$ cat src/rtl/kernel_mult_issuer.sv
// kernel_mult_issuer: initiator side of the adder_en / adder_dataIn / adder_done handshake.
// It latches one kernel window of pixels and weights and forms one tap product per cycle
// into a packed lane bus. It then fires the adder, keeps the bus frozen while the adder
// runs, and hands the sum downstream on a valid/ready handshake.
//
// Optional feature: define ADDER_TIMEOUT_EN to bound the WAIT state to TIMEOUT_CYCLES.
// On expiry the block returns out_data=0 with out_err=1.
//
// Ports:
//   clk, rst      clock; synchronous active-high reset
//   start         window request, sampled only in IDLE
//   start_ready   high exactly in IDLE
//   pixels_in     KERNEL_SIZE unsigned pixels, tap i in slice i
//   weights_in    KERNEL_SIZE unsigned weights, tap i in slice i
//   adder_en      one-cycle fire pulse to the adder
//   adder_dataIn  packed per-tap products, RW bits per lane
//   adder_done    adder completion pulse
//   adder_dataOut adder sum, valid with adder_done
//   out_valid     result available
//   out_ready     downstream accept
//   out_data      captured sum
//   out_err       timeout flag (0 unless ADDER_TIMEOUT_EN)
module kernel_mult_issuer #(
  parameter int unsigned KERNEL_SIZE    = 3,
  parameter int unsigned DATA_WIDTH     = 8,
  parameter int unsigned WEIGHT_WIDTH   = 1,
  parameter int unsigned TIMEOUT_CYCLES = 64
) (
  input  logic                                                  clk,
  input  logic                                                  rst,
  input  logic                                                  start,
  output logic                                                  start_ready,
  input  logic [DATA_WIDTH*KERNEL_SIZE-1:0]                     pixels_in,
  input  logic [WEIGHT_WIDTH*KERNEL_SIZE-1:0]                   weights_in,
  output logic                                                  adder_en,
  output logic [(DATA_WIDTH+WEIGHT_WIDTH)*KERNEL_SIZE-1:0]      adder_dataIn,
  input  logic                                                  adder_done,
  input  logic [DATA_WIDTH+WEIGHT_WIDTH+KERNEL_SIZE-1:0]        adder_dataOut,
  output logic                                                  out_valid,
  input  logic                                                  out_ready,
  output logic [DATA_WIDTH+WEIGHT_WIDTH+KERNEL_SIZE-1:0]        out_data,
  output logic                                                  out_err
);

  localparam int unsigned RW   = DATA_WIDTH + WEIGHT_WIDTH;
  localparam int unsigned SW   = RW + KERNEL_SIZE;
  localparam int unsigned IdxW = (KERNEL_SIZE > 1) ? $clog2(KERNEL_SIZE) : 1;

  if (TIMEOUT_CYCLES < 1) begin : g_bad_timeout
    $error("TIMEOUT_CYCLES must be at least 1");
  end

  typedef enum logic [2:0] {StIdle, StMult, StIssue, StWait, StOut} state_e;

  state_e                  state_q;
  logic [IdxW-1:0]         idx_q;
  logic [DATA_WIDTH-1:0]   pix_q  [KERNEL_SIZE];
  logic [WEIGHT_WIDTH-1:0] wgt_q  [KERNEL_SIZE];
  logic [RW-1:0]           lane_q [KERNEL_SIZE];
  logic                    adder_en_q;
  logic                    out_valid_q;
  logic [SW-1:0]           out_data_q;
  logic [RW-1:0]           product;

  // Both operands widened to RW, so the product cannot overflow.
  assign product = RW'(pix_q[idx_q]) * RW'(wgt_q[idx_q]);

`ifdef ADDER_TIMEOUT_EN
  localparam int unsigned CntW = $clog2(TIMEOUT_CYCLES + 1);
  logic [CntW-1:0] wait_cnt_q;
  logic            out_err_q;
  assign out_err = out_err_q;
`else
  assign out_err = 1'b0;
`endif

  always_ff @(posedge clk) begin
    if (rst) begin
      state_q     <= StIdle;
      idx_q       <= '0;
      adder_en_q  <= 1'b0;
      out_valid_q <= 1'b0;
      out_data_q  <= '0;
      for (int i = 0; i < int'(KERNEL_SIZE); i++) lane_q[i] <= '0;
`ifdef ADDER_TIMEOUT_EN
      wait_cnt_q  <= '0;
      out_err_q   <= 1'b0;
`endif
    end else begin
      unique case (state_q)
        StIdle: begin
          if (start) begin
            for (int i = 0; i < int'(KERNEL_SIZE); i++) begin
              pix_q[i] <= pixels_in[i*DATA_WIDTH +: DATA_WIDTH];
              wgt_q[i] <= weights_in[i*WEIGHT_WIDTH +: WEIGHT_WIDTH];
            end
            idx_q   <= '0;
            state_q <= StMult;
          end
        end
        StMult: begin
          lane_q[idx_q] <= product;
          if (idx_q == IdxW'(KERNEL_SIZE - 1)) begin
            // Raised here so the pulse is visible for exactly the ISSUE cycle.
            adder_en_q <= 1'b1;
            state_q    <= StIssue;
          end else begin
            idx_q <= idx_q + 1'b1;
          end
        end
        StIssue: begin
          adder_en_q <= 1'b0;
`ifdef ADDER_TIMEOUT_EN
          wait_cnt_q <= '0;
`endif
          state_q    <= StWait;
        end
        StWait: begin
          // Lanes are not touched here: the adder reads them combinationally.
          if (adder_done) begin
            out_data_q  <= adder_dataOut;
            out_valid_q <= 1'b1;
            state_q     <= StOut;
`ifdef ADDER_TIMEOUT_EN
            out_err_q   <= 1'b0;
          end else if (wait_cnt_q == CntW'(TIMEOUT_CYCLES - 1)) begin
            out_data_q  <= '0;
            out_err_q   <= 1'b1;
            out_valid_q <= 1'b1;
            state_q     <= StOut;
          end else begin
            wait_cnt_q  <= wait_cnt_q + 1'b1;
`endif
          end
        end
        StOut: begin
          if (out_ready) begin
            out_valid_q <= 1'b0;
`ifdef ADDER_TIMEOUT_EN
            out_err_q   <= 1'b0;
`endif
            state_q     <= StIdle;
          end
        end
        default: state_q <= StIdle;
      endcase
    end
  end

  for (genvar i = 0; i < int'(KERNEL_SIZE); i++) begin : g_lane
    assign adder_dataIn[(i+1)*RW-1 -: RW] = lane_q[i];
  end

  assign start_ready = (state_q == StIdle);
  assign adder_en    = adder_en_q;
  assign out_valid   = out_valid_q;
  assign out_data    = out_data_q;

endmodule

$ cat config.mk
export PLATFORM = sky130hd
export DESIGN_NAME = kernel_mult_issuer
export DESIGN_NICKNAME = d
export VERILOG_FILES = /design/src/rtl/kernel_mult_issuer.sv
export SDC_FILE = /design/constraint.sdc
export NUM_CORES = 1
export LEC_CHECK = 0
export BUFFER_PORTS_ARGS = -buffer_cell sky130_fd_sc_hd__buf_2
export CORE_MARGIN = 3
export CORE_UTILIZATION = 45
export CTS_CLUSTER_DIAMETER = 200
export DETAILED_ROUTE_END_ITERATION = 16
export PLACE_DENSITY = 0.71
export SETUP_SLACK_MARGIN = 0.15
export SLEW_MARGIN = 5
export SYNTH_ARGS = -nofsm -noshare
export SYNTH_HDL_FRONTEND = slang
export SYNTH_SLANG_ARGS = --single-unit
$ cat constraint.sdc
create_clock -name clk -period 3.5 [get_ports clk]
set_input_delay 0.175 -clock clk [delete_from_list [all_inputs] [get_ports clk]]
set_output_delay 0.175 -clock clk [all_outputs]
set_load 0.01 [all_outputs]
==> metrics.md, run 1 <==
| Metric | Value |
|---|---|
| Cts repair resizes | 0 |
| H-tree levels | 3 |
| CTS tree | done |
| Post-synthesis simple-gate area fraction | 13.2% |
| Largest net degree at the start of global routing | 28 |
| Synthesized flop and latch total | 72 |
| Largest family of logic cells by synthesized area | simple AND/OR/NAND/NOR gates |
| Area share of fa/ha/maj cells after synthesis | 1.29% |
| Worst-path clk slew | 0.08 ns |
| Fillers | 489 |
| Clock tree sinks | 72 |
| Wire length on met3 | 420 microns |
| Most frequent cells after synthesis | edfxtp_1, nand2_1, dfxtp_1 |
| Fraction of layout cells with a size suffix above 1 | 36.1% |
| Initial core utilization | 47.8% |
| DRC viols | 0 |
| Metal2 WL | 2.80 mm |
| Pins over their slew limit | 0 |
| Worst Path Arrival | 1.87 ns |
| GP Congestion | 0.738 |
| Setup Total Neg Slack | 0 ns |
| Post-synth top area cell | edfxtp_1 |
| Clk buf depth | 2 |
| Global-route usage over all layers | 16.3% |
| Port bufs | 82 |
| DR WL/cell | 14.0 microns |
| Syn Std Cell Area | 2920 sq um |
| Worst endpoint required time | 3.51 ns |
| Antenna-violating nets left | 0 |
| Worst vdd ir | 0.246 mV |
| Fin crit share | 53.2% |
| Grt total ovfl | 0 |
| First-pass GRT wire length | 9.15 mm |
| Router iterations before antenna repair | 4 |
| Die H | 86.5 microns |
| CP Launch Type | flip-flop |
| Dpl hpwl | 3.81 mm |
| Top Layer Used | met4 |
| DRT iter0 DRCs | 69 |
| Complex-gate fraction of the synthesized area | 6.56% |
| Nets@finish | 369 |
| Post-synthesis xor/xnor area fraction | 0% |
| Via count | 1966 |
| FMAX | 0.537 GHz |
| Post-synth EDFFs | 51 |
| Final hold violation count | 0 |
| FF/Latch Area | 1950 sq um |
| CP endpoint kind | flip-flop |
| Pleak | 1.48 nW |
| Critical path class | reg2reg |
| Final antenna diode count | 0 |
| DIE AREA | 7480 sq um |
| Clk_skew | 0.00695 ns |
| Area of the core | 6100 sq um |
| Multi-input logic area | 858 sq um |
| Crit Path Max Fanout | 19 |
| Unrepaired setup endpoints after global routing | no |
| Final wirelength | 5.63 mm |
| Drt via density | 4.89 |
| Register area share after synthesis | 66.9% |
| Mux share of post-synthesis cell area | 7.72% |
| Endpoints failing setup | 0 |
| Share of flip-flops with an asynchronous set or reset | 0% |
| HP Class | in2reg |
| DIE WIDTH | 86.5 microns |
| Distinct cells, synth | 36 |
| Area Overhead vs Synth | 29.1% |
| Status | completed |
| Synth warn | 0 |
| FP Rows | 28 |
| Final core occ | 61.8% |
| Worst-skew pair later-pin latency | 0.34 ns |
| Area share of the largest cell type after synthesis | 52.5% |
| M1 wire length | 2.34 mm |
| Syn avg cell area | 13.5 sq um |
| Minimum clock period | 1.86 ns |
| MaxCap Viol Count | 0 |
| Slew headroom | 56.1% |
| Post-synth top flop | edfxtp_1 |
| Cell with the most instances after synthesis | edfxtp_1 |
| Largest cells by area after synthesis | edfxtp_1, dfxtp_1, mux2i_1 |
| Worst-Margin Slew | 0.657 ns |
| Power Density | 448 nW/um^2 |
| Vias in the first global route | 1936 |
| Initial antenna violation count | 0 |
| Gate Count Post-Synth | 216 |
| CTS buffer count | 9 |
| Root Driver | clkbuf_8 |
| # IOs | 87 |
==> cells by family (layout without fill, tap and decap cells) <==
| family | after synthesis | in the layout |
|---|---|---|
| multiplexers | 21 | 21 |
| adder cells (fa/ha/maj) | 3 | 3 |
| other | 1 | 4 |
| flip-flops | 72 | 72 |
| AO/OA/AOI/OAI | 25 | 25 |
| AND/OR/NAND/NOR | 74 | 74 |
| buffers and inverters | 20 | 128 |
==> power by group <==
| part | internal [mW] | switching (mW) | total [mW] |
|---|---|---|---|
| sequential | 0.942 | 0.0164 | 0.959 |
| clock | 0.263 | 0.320 | 0.583 |
| combinational | 0.0730 | 0.0707 | 0.144 |
==> layout by cell type, fill, tap and decap left out, types with 2 or more instances in the layout <==
master / netlist / layout
dfxtp_1: 21 / 21
nand2b_1: 6 / 6
buf_2: 8 / 82
inv_1: 4 / 4
nand2_1: 26 / 26
clkbuf_8: 0 / 9
clkinvlp_4: 0 / 2
a21oi_1: 14 / 14
inv_6: 0 / 3
ha_1: 3 / 3
mux2_2: 8 / 8
nor2_1: 11 / 11
mux2i_1: 12 / 12
nand2_2: 2 / 2
nand3b_1: 2 / 2
nor3_1: 20 / 19
edfxtp_1: 51 / 51
conb_1: 1 / 4
dlygate4sd3_1: 0 / 25
==> routing by layer <==
layer | track usage [%] | vias up
met3 | 5.04 | 6
met1 | 20.3 | 896
li1 | - | 989
met5 | 0 | -
met2 | 26.8 | 75
met4 | 5.95 | 0
==> final timing paths <==
check	from	endpoint	slack, ns	depth (start not counted)
max	state_q[0]	lane_q[1][6]	1.64	3
min	weights_in[2]	wgt_q[2]	0.02	1
max reg2reg	state_q[0]	lane_q[1][6]	1.64	3
min reg2reg	out_data[6]	out_data[6]	0.45	2
==> registers in the layout, indices dropped and copies added, names as in the netlist, named ones only <==
name,flops
adder_en,1
idx_q,2
lane_q,24
out_data,12
out_valid,1
pix_q,24
state_q,3
wgt_q,3
==> through the flow <==
step	instance area [sq um]	hold slack (ns)	power, mW	setup slack (ns)	cells
5_1_grt	3760	0.00179	1.77	1.47	402
4_1_cts	3760	0.00176	1.70	1.63	402
2_1_floorplan	2930	0.274	1.05	0.399	219
6_report	3760	0.0158	1.69	1.64	402
3_5_place_dp	3340	0.353	1.10	1.65	361
3_3_place_gp	3340	0.352	1.10	1.71	361
==> critical path: stages, from the launching register on <==
cell	delay (ns)
dfxtp_1	0.69
nor4b_4	0.35
nand2_2	0.17
nand2b_1	0.31
==> what timing repair did <==
item	4_1_cts	5_1_grt
setup endpoints to repair	0	0
buffers inserted	0	0
endpoints found under the hold margin	25	0
hold buffers	25	0
==> cell type report <==
cell class | instances | area share [%]
timing repair buffer | 108 | 17.7
multi-input combinational | 127 | 22.8
inverter | 4 | 0.399
clock buffer | 9 | 3.29
clock inverter | 7 | 1.43
sequential | 72 | 51.8
tap | 75 | 2.49
No activity file was read; power rests on OpenSTA's default activity.
==> run 2, diff against run 1 <==
--- a/config.mk
+++ b/config.mk
@@ -5,12 +5,13 @@
 export SDC_FILE = /design/constraint.sdc
 export NUM_CORES = 1
 export LEC_CHECK = 0
+export ABC_AREA = 1
 export BUFFER_PORTS_ARGS = -buffer_cell sky130_fd_sc_hd__buf_2
 export CORE_MARGIN = 3
 export CORE_UTILIZATION = 45
 export CTS_CLUSTER_DIAMETER = 200
 export DETAILED_ROUTE_END_ITERATION = 16
-export PLACE_DENSITY = 0.71
+export PLACE_DENSITY = 0.72
 export SETUP_SLACK_MARGIN = 0.15
 export SLEW_MARGIN = 5
 export SYNTH_ARGS = -nofsm -noshare
==> constraint.sdc (replaced) <==
create_clock -name clk -period 1.9 [get_ports clk]
set_input_delay 0.095 -clock clk [delete_from_list [all_inputs] [get_ports clk]]
set_output_delay 0.095 -clock clk [all_outputs]
set_load 0.01 [all_outputs]
==> run 2 against run 1 <==
Die area down 2.9%; synthesized area down 3.1%; clock skew about the same; count of clock-buffer cells in the layout up 1; first-iteration DRC count up 58%; critical endpoint is now pix_q[2][2]; largest power group unchanged; highest routed layer unchanged.
==> metrics.md, run 2 <==
| Metric | Value |
|---|---|
| Status | completed |
| Unrepaired setup endpoints after global routing | no |
| # IOs | 87 (unchanged) |
| Pleak | 1.56 nW (+5.5%) |
| Final hold violation count | 0 (unchanged) |
| First-pass GRT wire length | 9.59 mm (+4.8%) |
| Setup Total Neg Slack | 0 ns (unchanged) |
| Worst r2r src | state_q[2] |
| Clk_skew | 0.00670 ns (-0.000252 ns) |
| Antenna-violating nets left | 0 (unchanged) |
| Fillers | 512 (+4.7%) |
| HP Class | in2reg |
| Final Power | 4.05 mW (+140%) |
| Synth warn | 0 (unchanged) |
| Cell with the most instances after synthesis | edfxtp_1 |
| Synthesized flop and latch total | 72 (unchanged) |
| CP Launch Type | flip-flop |
| CTS buffer count | 9 (unchanged) |
| Port bufs | 82 (unchanged) |
| Post-CTS Setup Repair Bufs | 0 (unchanged) |
| Commonest non-fill, non-tap cells in the layout | buf_2, edfxtp_1, nand2_1 |
| Met1 usage | 20.5% (+0.16 points) |
| Die H | 85.3 microns (-1.5%) |
| Area share of the largest cell type after synthesis | 54.2% (+1.7 points) |
| MaxCap Viol Count | 0 (unchanged) |
| Clk buf depth | 2 (unchanged) |
| GP Congestion | 0.759 (+2.8%) |
| FF-to-FF End | pix_q[2][2] |
| Most frequent cells after synthesis | edfxtp_1, nand2_1, nor2_1 |
| Worst Setup SP | state_q[2] |
| Final worst slack | 0.331 ns (-1.31 ns) |
| FMAX | 0.637 GHz (+19%) |
| Grt total ovfl | 0 (unchanged) |
| DR WL/cell | 13.3 microns (-5.2%) |
| Via count | 2128 (+8.2%) |
| Syn Std Cell Area | 2830 sq um (-3.1%) |
| Post-synth top flop | edfxtp_1 |
| Power Density | 1070 nW/um^2 (+140%) |
| Dpl hpwl | 3.85 mm (+0.97%) |
| Worst-path clk slew | 0.07 ns (about the same) |
| Register area share after synthesis | 69.1% (+2.1 points) |
| Post-synth EDFFs | 51 (unchanged) |
| Final wirelength | 5.81 mm (+3.1%) |
| FP Rows | 28 (unchanged) |
| Top Usage Layer GRT | met2 |
| Largest cells by area after synthesis | edfxtp_1, dfxtp_1, nand2_1 |
| Worst reg-to-reg setup slack | 0.33 ns (-1.31 ns) |
| Minimum clock period | 1.57 ns (-0.292 ns) |
| Fraction of layout cells with a size suffix above 1 | 30.9% (-5.1 points) |
| Fin crit share | 82.6% (+29 points) |
| DIE WIDTH | 85.3 microns (-1.5%) |
| R2r worst-path depth | 4 (+1) |
| Pre-CTS WS | 0.278 ns (-1.37 ns) |
| CTS tree | done |
| DRC viols | 0 (unchanged) |
| Syn avg cell area | 11.6 sq um (-14%) |
| Worst Path Arrival | 1.61 ns (-0.26 ns) |
| Critical path class | reg2reg |
| Worst endpoint required time | 1.94 ns (-1.57 ns) |
| Router iterations before antenna repair | 4 (unchanged) |
| Cell Area, Placed | 3300 sq um (-1.1%) |
| Design Area, Final | 3780 sq um (+0.30%) |
| Share of flip-flops with an asynchronous set or reset | 0% (unchanged) |
| Nets@finish | 405 (+9.8%) |
| DRT iter0 DRCs | 109 (+58%) |
| Endpoints failing setup | 0 (unchanged) |
| Pins over their slew limit | 0 (unchanged) |
| Commonest non-fill, non-tap cell in the layout | buf_2 |
| Gate Count Post-Synth | 243 (+13%) |
| CP endpoint kind | flip-flop |
| Clock tree sinks | 72 (unchanged) |
| Root Driver | clkbuf_8 |
| Global-route usage over all layers | 16.9% (+0.63 points) |
| H-tree levels | 3 (unchanged) |
| Critical Path Sink | pix_q[2][2] |
| Initial antenna violation count | 0 (unchanged) |
| Post-synth top area cell | edfxtp_1 |
| Vias in the first global route | 2078 (+7.3%) |
| Crit Path Max Fanout | 27 (+8) |
| Distinct cells, synth | 24 (-33%) |
| GR Util met2 | 28.5% (+1.7 points) |
| DIE AREA | 7270 sq um (-2.9%) |
| Area Overhead vs Synth | 33.6% |
| Area of the core | 5990 sq um (-1.7%) |
| Worst-skew pair later-pin latency | 0.33 ns (about the same) |
| Met3 GRT Util | 4.76% (-0.28 points) |
| Worst vdd ir | 0.582 mV (+140%) |
| Largest net degree at the start of global routing | 28 (unchanged) |
| Initial core utilization | 47.2% (-0.66 points) |
| Final antenna diode count | 0 (unchanged) |
| Drt via density | 4.87 (-0.43%) |
==> run 2: what timing repair did <==
item	CTS	global route
gates resized for setup	0	2
endpoints found under the setup margin	0	16
hold buffers	27	0
hold endpoints to repair	27	0
==> run 2: how the worst min path moves through the flow <==
stage,startpoint,to,slack [ns],cells past startpoint
2_1_floorplan,pixels_in[0],pix_q[0][0],0.19,0
3_3_place_gp,weights_in[0],wgt_q[0],0.27,1
3_5_place_dp,pixels_in[6],pix_q[0][6],0.27,1
4_1_cts,adder_dataOut[11],out_data[11],0.01,3
5_1_grt,adder_dataOut[11],out_data[11],0.02,3
6_report,adder_dataOut[11],out_data[11],0.03,3
==> run 2: cells by family after synthesis <==
| family | count (synthesis) | share of synthesized area [%] |
|---|---|---|
| compound gates | 33 | 6.68 |
| fa+ha+maj | 3 | 1.33 |
| buf+inv | 24 | 5.13 |
| flops | 72 | 69.1 |
| other cells | 1 | 0.133 |
| simple gates | 110 | 17.7 |
==> run 2: where the power goes <==
group          internal [mW]  total [mW]  switching, mW
sequential              1.86        1.94         0.0799
clock                  0.721        1.23          0.506
combinational          0.330       0.877          0.547
==> run 2: layout make-up <==
| type | count | area, sq um | area share (%) |
|---|---|---|---|
| repair buffers | 114 | 731 | 19.4 |
| flip-flops and latches | 72 | 1950 | 51.7 |
| clock buffers | 10 | 128 | 3.38 |
| well taps | 75 | 93.8 | 2.49 |
| inverters | 11 | 46.3 | 1.23 |
| clock inverters | 5 | 72.6 | 1.92 |
| multi-input cells | 150 | 753 | 19.9 |
==> run 2: worst max-delay path: stages (launching register included) <==
cell and delay [ns]:
dfxtp_1 0.42, nor2_1 0.29, nand3_1 0.21, nor2_4 0.15
buf_12 0.19
==> run 2: per-stage QoR <==
stage	hold slack (ns)	cells	util, %
floorplan	0.194	246	-
global placement	0.273	395	55.1
detailed placement	0.273	395	55.1
CTS	0.0125	437	62.9
global route	0.0151	437	63.0
finish	0.0271	437	63.0
==> run 2: layer usage <==
| layer | vias to the layer above | wire length, microns |
|---|---|---|
| li1 | 1064 | - |
| met5 | - | 0 |
| met4 | 0 | 108 |
| met3 | 11 | 337 |
| met1 | 984 | 2420 |
| met2 | 69 | 2940 |
